`src/rtl/sipo_frame_deserializer.sv`:
```
// ---------------------------------------------------------------------------
// sipo_frame_deserializer
//
// Serial-in / parallel-out shift register with framing. Serial bits are
// accepted only while d_valid is high. Once DATA_WIDTH bits have been
// accepted, the assembled word is copied to frame_data and announced with a
// one-cycle frame_valid strobe. Bit order is chosen by MSB_FIRST.
//
// Abort priority is rst > clear > d_valid. clear drops the frame in progress
// and zeroes q, but keeps the last completed frame_data.
//
// Optional feature, enabled by defining SIPO_PARITY_CHECK_EN:
//   after the last data bit, one more accepted bit is taken as an even-parity
//   bit. It is not shifted into q. parity_err is reported together with
//   frame_valid. Without the macro there is no PARITY state and parity_err
//   is a constant 0.
// ---------------------------------------------------------------------------
module sipo_frame_deserializer #(
  parameter int DATA_WIDTH = 4,
  parameter bit MSB_FIRST  = 1'b1
) (
  input  logic                            clk,
  input  logic                            rst,
  input  logic                            d,
  input  logic                            d_valid,
  input  logic                            clear,
  output logic [DATA_WIDTH-1:0]           q,
  output logic [DATA_WIDTH-1:0]           frame_data,
  output logic                            frame_valid,
  output logic [$clog2(DATA_WIDTH+1)-1:0] bit_cnt,
  output logic                            busy,
  output logic                            parity_err
);

  localparam int CW = $clog2(DATA_WIDTH + 1);

  // Count value on which the last data bit is accepted.
  localparam logic [CW-1:0] LAST_CNT = CW'(DATA_WIDTH - 1);

`ifdef SIPO_PARITY_CHECK_EN
  // In PARITY, bit_cnt holds at DATA_WIDTH.
  localparam logic [CW-1:0] FULL_CNT = CW'(DATA_WIDTH);

  typedef enum logic [1:0] {
    ST_IDLE   = 2'd0,
    ST_SHIFT  = 2'd1,
    ST_PARITY = 2'd2
  } state_t;
`else
  typedef enum logic [1:0] {
    ST_IDLE  = 2'd0,
    ST_SHIFT = 2'd1
  } state_t;
`endif

  // Returns the shift register with one new bit inserted in the configured order.
  function automatic logic [DATA_WIDTH-1:0] shift_in(
    input logic [DATA_WIDTH-1:0] cur,
    input logic                  bit_in
  );
    logic [DATA_WIDTH-1:0] res;
    if (MSB_FIRST) begin
      res = {cur[DATA_WIDTH-2:0], bit_in};
    end else begin
      res = {bit_in, cur[DATA_WIDTH-1:1]};
    end
    return res;
  endfunction

`ifdef SIPO_PARITY_CHECK_EN
  // Even-parity check. Returns 1 when word plus parity bit has odd weight.
  function automatic logic parity_mismatch(
    input logic [DATA_WIDTH-1:0] word,
    input logic                  par_bit
  );
    return (^word) ^ par_bit;
  endfunction
`endif

  state_t                state_q,      state_d;
  logic [DATA_WIDTH-1:0] q_q,          q_d;
  logic [DATA_WIDTH-1:0] frame_data_q, frame_data_d;
  logic                  frame_valid_q, frame_valid_d;
  logic [CW-1:0]         bit_cnt_q,    bit_cnt_d;
  logic                  busy_q,       busy_d;
`ifdef SIPO_PARITY_CHECK_EN
  logic                  parity_err_q, parity_err_d;
`endif

  // Next-state and next-output logic. Every register defaults to hold, and the strobes default to 0.
  always_comb begin
    state_d       = state_q;
    q_d           = q_q;
    frame_data_d  = frame_data_q;
    frame_valid_d = 1'b0;
    bit_cnt_d     = bit_cnt_q;
`ifdef SIPO_PARITY_CHECK_EN
    parity_err_d  = 1'b0;
`endif

    if (clear) begin
      // Abort: the bit presented in this cycle is discarded. frame_data is kept.
      state_d   = ST_IDLE;
      q_d       = '0;
      bit_cnt_d = '0;
    end else begin
      case (state_q)
        ST_IDLE: begin
          if (d_valid) begin
            q_d       = shift_in(q_q, d);
            bit_cnt_d = CW'(1);
            state_d   = ST_SHIFT;
          end else begin
            state_d   = ST_IDLE;
          end
        end

        ST_SHIFT: begin
          if (d_valid) begin
            q_d = shift_in(q_q, d);
            if (bit_cnt_q == LAST_CNT) begin
`ifdef SIPO_PARITY_CHECK_EN
              // The data word is complete. The next accepted bit is parity.
              bit_cnt_d = FULL_CNT;
              state_d   = ST_PARITY;
`else
              // Publish the word including the final bit.
              frame_data_d  = shift_in(q_q, d);
              frame_valid_d = 1'b1;
              bit_cnt_d     = '0;
              state_d       = ST_IDLE;
`endif
            end else begin
              bit_cnt_d = bit_cnt_q + CW'(1);
            end
          end else begin
            // Gaps of any length are allowed mid-frame.
            state_d = ST_SHIFT;
          end
        end

`ifdef SIPO_PARITY_CHECK_EN
        ST_PARITY: begin
          if (d_valid) begin
            // The parity bit is consumed here. It never enters q.
            frame_data_d  = q_q;
            frame_valid_d = 1'b1;
            parity_err_d  = parity_mismatch(q_q, d);
            bit_cnt_d     = '0;
            state_d       = ST_IDLE;
          end else begin
            state_d = ST_PARITY;
          end
        end
`endif

        default: begin
          // An unreachable encoding recovers to a clean idle frame.
          state_d   = ST_IDLE;
          bit_cnt_d = '0;
        end
      endcase
    end

    // busy is registered, so it is derived from the next count.
    busy_d = (bit_cnt_d != '0);
  end

  // State and output registers, with synchronous active-high reset.
  always_ff @(posedge clk) begin
    if (rst) begin
      state_q       <= ST_IDLE;
      q_q           <= '0;
      frame_data_q  <= '0;
      frame_valid_q <= 1'b0;
      bit_cnt_q     <= '0;
      busy_q        <= 1'b0;
`ifdef SIPO_PARITY_CHECK_EN
      parity_err_q  <= 1'b0;
`endif
    end else begin
      state_q       <= state_d;
      q_q           <= q_d;
      frame_data_q  <= frame_data_d;
      frame_valid_q <= frame_valid_d;
      bit_cnt_q     <= bit_cnt_d;
      busy_q        <= busy_d;
`ifdef SIPO_PARITY_CHECK_EN
      parity_err_q  <= parity_err_d;
`endif
    end
  end

  assign q           = q_q;
  assign frame_data  = frame_data_q;
  assign frame_valid = frame_valid_q;
  assign bit_cnt     = bit_cnt_q;
  assign busy        = busy_q;
`ifdef SIPO_PARITY_CHECK_EN
  assign parity_err  = parity_err_q;
`else
  assign parity_err  = 1'b0;
`endif

endmodule

```
`config.mk`:
```
export PLATFORM = sky130hd
export DESIGN_NAME = sipo_frame_deserializer
export DESIGN_NICKNAME = d
export VERILOG_FILES = /design/src/rtl/sipo_frame_deserializer.sv
export SDC_FILE = /design/constraint.sdc
export NUM_CORES = 1
export LEC_CHECK = 0
export BUFFER_PORTS_ARGS = -buffer_cell sky130_fd_sc_hd__buf_2
export CORE_AREA = 8 8 45 47
export DETAILED_ROUTE_END_ITERATION = 10
export DIE_AREA = 0 0 53 55
export GPL_ROUTABILITY_DRIVEN = 0
export GPL_TIMING_DRIVEN = 0
export PLACE_DENSITY = 0.7
export SLEW_MARGIN = 15
export SYNTH_ARGS = -nofsm -noshare
export SYNTH_HDL_FRONTEND = slang
export SYNTH_SLANG_ARGS = --single-unit
```
`constraint.sdc`:
```
create_clock -name clk -period 1.8 [get_ports clk]
set_clock_uncertainty 0.15 [all_clocks]
set_input_delay 0.36 -clock clk [delete_from_list [all_inputs] [get_ports clk]]
set_output_delay 0.36 -clock clk [all_outputs]
set_load 0.01 [all_outputs]
```
# Yosys cells after proc, flatten, opt, wreduce, memory -nomap -nowiden
# Cells that the tools add are included.
# op_classes
n_addsub	1
n_eq_ne	3
muxes	10
bitwise_logic	3
n_reduce_logical	7
# ops
op	n
2-to-1 mux 3 bit	4
one-hot mux 3 bit (2 select lines)	1
2-to-1 mux 2 bit	2
one-hot mux 2 bit (2 select lines)	1
AND reduction 4 bit	1
OR reduction 2 bit	2
OR reduction 4 bit	1
adder 3 x 1 -> 3 bit, second input constant	1
== test 3 x 2 -> 1 bit, second input constant	1
inequality test 3 bit, second input constant	1
NOT 1 bit	3
nonzero test 3 bit	1
== test 2 x 1 -> 1 bit, second input constant	1
zero test 2 bit	1
2-to-1 mux 1 bit	2
AND reduction 2 bit	1
# word_totals
regBits	15
input_bits	5
out_inout_bits	14
elab_cells	30

# Depth between registers and ports, before layout
# depth
ltp_word	6
mapped_depth	4
depth_no_buf	4

# Least setup slack after synthesis
# OpenSTA, ideal clock, no wires.
# synth_path
path_kind	reg-to-reg
from	register bit_cnt_q[0] (netlist: bit_cnt[0])
to	register busy_q (netlist: busy)
setup_time_ps	132
t_arrival_ps	1029
t_required_ps	1518
slack_ps	489
stages_incl_launch_ff	5
n_path_buf	0
period_less_slack_ps	1311
path_cell_list	dfxtp_1 -> ha_1 -> and3_1 -> o21ai_1 -> o211ai_1
# synth_between
elab_chain_cells	6
word_cells_on_any_way	8
cone_classes	add/sub (1); eq/ne (1); mux (5); reduce/logical (1)
# synth_rtl
element	line_no	text
start, declared	84	logic [CW-1:0] bit_cnt_q, bit_cnt_d;
start signal, assigned	186	bit_cnt_q <= bit_cnt_d;
adder 3 x 1 -> 3 bit or == test 3 x 2 -> 1 bit (tied branches)	134, 121	
2-to-1 mux 3 bit	121	if (bit_cnt_q == LAST_CNT) begin
2-to-1 mux 3 bit	119	if (d_valid) begin
one-hot mux 3 bit (2 select lines) (*)	107	case (state_q)
2-to-1 mux 3 bit (*)	101	if (clear) begin
nonzero test 3 bit (*)	166	busy_d = (bit_cnt_d != '0);
end signal, assigned	187	busy_q <= busy_d;
end, declared	85	logic busy_q, busy_d;
# Every way passes the cells marked *; elsewhere a longest branch is shown, timed or not.
# A chain may end at the register's enable or synchronous reset.

# Worst setup path after layout
# layout_path
from	register q_q[2] (netlist: q[2])
to	output q[2]
# layout_lines
element	line_no	text
start, declared	81	logic [DATA_WIDTH-1:0] q_q, q_d;
start signal, assigned	183	q_q <= q_d;
end, declared	27	output logic [DATA_WIDTH-1:0] q,
# No word-level cell between the ends.

==> flow_summary.toml <==
[logic_synthesis]
synth-edff-count = 0
yosysWarnings = 0
async_reset_ff_share_pct = 0
ys_seq_elements = 14
syn_area_sq_um = 579
syn_avg_cell_area_sq_um = 9.50
synth_top_area_share_pct = 48.4
synth_nets = 68
synth-main-ff-cell = "dfxtp_1"
ys_seq_area_share_pct = 48.4
synthDistinctLibCells = 22
syn_inst = 61
synth_area_leader_cell = "dfxtp_1"
synthTopCellsByArea = "dfxtp_1, mux2i_1, nor2_1"
synthMostInstantiatedCell = "dfxtp_1"
ys_top_cells_by_count = "dfxtp_1, nor2_1"

[min_path]
hold_depth = 2
hold_class = "input port to flip-flop"

[outcome]
status = "complete, no violations"

[die]
fp.dieH_um = 55
start_util_pct = 41.9
ios = 19
die_width_um = 53
row_count = 14
die_area_sq_um = 2920
core_area_sq_um = 1380

[grt]
grt_start_max_net_pins = 11
grt-ovfl-total = 0
grtUsageTotal_pct = 8.69
grt_first_pass_wirelength_mm = 1.82
antenna_found_initial = 0
grt_pass1_vias = 449

[power_and_ir_drop]
power_density_nw_per_um2 = 803
netSwitchingPower_w = 0.000124
swShare_pct = 21.5
pwr-share-comb_pct = 6.6
vdd_drop_max_mv = 0.438
cell_internal_pwr_w = 0.000454
p_leak_nw = 0.381
seq_power_share_pct = 54.9
p_clk_share_pct = 38.4

[routing]
drc = 0
routed-via-count = 470
drt-initial-drc-count = 5
wirelength_mm = 1.15
drt_first_pass_iters = 4
ant_nets = 0
wl_per_cell_um = 11.7
routed_via_density = 4.80

[sta]
timing.hold.ws_ns = 0.156
period_minus_slack_ns = 1.34
setup_ws_ns = 0.462
setup_viol = 0
tns_ns = 0
post-route-period-util_pct = 74.3
rsz0062_at_grt = "no"
fmaxAchievable_mhz = 747
drv_slew = 0
finalHoldViolCount = 0

[critical_path]
crit_path_end_kind = "output port"
worstPathCellList = "buf_2"
path_max_fanout = 4
required_ns = 1.29
crit_slowest_cell = "dfxtp_1"
crit_family = "flip-flops"
max_stage_delay_ns = 0.39
arrival_ns = 0.83
path_buf_inv = 1
r2r_cells = 4
crit_type = "flip-flop to output port"
cp_num_cells = 1
startpoint_type = "flip-flop"

[place]
hpwlAfterDp_um = 898
post-place-ws_ns = 0.474
io_buffers = 17
dp_cells = 94

[flow_run]
maxCapViolCount = 0

[clocking]
clock_path_buffers = 2
cts_buffers = 3
cts_num_sinks = 14
clk_pin_slew_ns = 0.08
clk_latency_ns = 0.28
cts_setup_buffers = 0
root_buffer = "clkbuf_4"
postCtsHoldBufs = 0
cts_tree = "yes"
htree_levels = 1
cts_resized = 0

[finish]
layout.nets = 90
diodes = 0
fin_cells = 98
drive_above_1_share_pct = 30.5
area_delta_synth_final_pct = 24.4
[metal layers]
metal  wire [um]  track usage [%]
met5           0                0
met4          29             9.05
met3          68             2.67
met2         560             13.5
met1         486             8.96
[metrics by stage]
step	power (W)	area (sq um)	util [%]
after detailed placement	0.000364	684	49.5
final	0.000579	721	52.1
after global placement	0.000363	684	49.5
after floorplan	0.000348	579	-
after CTS	0.000593	721	52.1
after global routing	0.000612	721	52.1
[worst register-to-register path, stage by stage, from the launching register on]
cell and delay (ns):
dfxtp_1 0.38, ha_1 0.22, nor2b_1 0.23, o21ba_1 0.17
o211ai_1 0.08
[kinds of logic (layout without fill, tap and decap cells)]
logic type	count (synthesis)	count (layout)	share of synthesized area [%]
buffers and inverters	6	27	5.83
AND/OR/NAND/NOR	20	20	19.7
multiplexers	4	4	6.91
adder cells (fa/ha/maj)	2	2	4.32
AO/OA/AOI/OAI	14	14	14.3
other	1	1	0.647
flip-flops	14	14	48.4
[power by group through the flow]
| stage | registers [W] | logic [W] | clock network [W] |
|---|---|---|---|
| 3_5_place_dp | 0.000325 | 0.0000384 | 0 |
| 5_1_grt | 0.000319 | 0.0000425 | 0.000250 |
| 2_1_floorplan | 0.000326 | 0.0000220 | 0 |
| 4_1_cts | 0.000318 | 0.0000385 | 0.000236 |
| 3_3_place_gp | 0.000325 | 0.0000378 | 0 |
| 6_report | 0.000318 | 0.0000384 | 0.000222 |
[sequential cells by signal, summed over array words and instances, names as in the netlist]
name         count
q                4
frame_valid      1
frame_data       4
busy             1
bit_cnt          3
state_q          1
[worst paths after layout]
| path | from | endpoint | slack, ns |
|---|---|---|---|
| setup / recovery | q[2] | q[2] | 0.46 |
| hold / removal | rst | frame_data[2] | 0.16 |
| setup reg to reg | bit_cnt[0] | busy | 0.47 |
| hold reg to reg | frame_data[2] | frame_data[2] | 0.33 |
[area by class of cell]
class / count / area [sq um]
multi-input cells: 41 / 265
repair buffers: 17 / 85.1
inverters: 4 / 15.0
flip-flops and latches: 14 / 280
fillers: 135 / 663
clock buffers: 4 / 36.3
well taps: 16 / 20.0
plain buffers: 2 / 18.8
[cell usage in the layout (no fill, tap or decap)]
cell,netlist,layout
a21oi_1,4,4
and2b_4,1,1
and3_1,2,2
and4b_4,1,1
buf_2,0,17
buf_4,1,1
buf_6,1,1
clkbuf_4,0,3
clkbuf_8,0,1
conb_1,1,1
dfxtp_1,14,14
ha_1,2,2
inv_1,4,4
mux2i_1,4,4
nand2_1,1,1
nand3_1,4,4
nand4b_1,1,1
nor2_1,7,7
nor2b_1,2,2
o211ai_1,2,2
o21a_1,1,1
o21ai_0,4,4
o21ai_1,2,2
o21ba_1,1,1
or2_1,1,1
(Power assumes the default switching activity.)
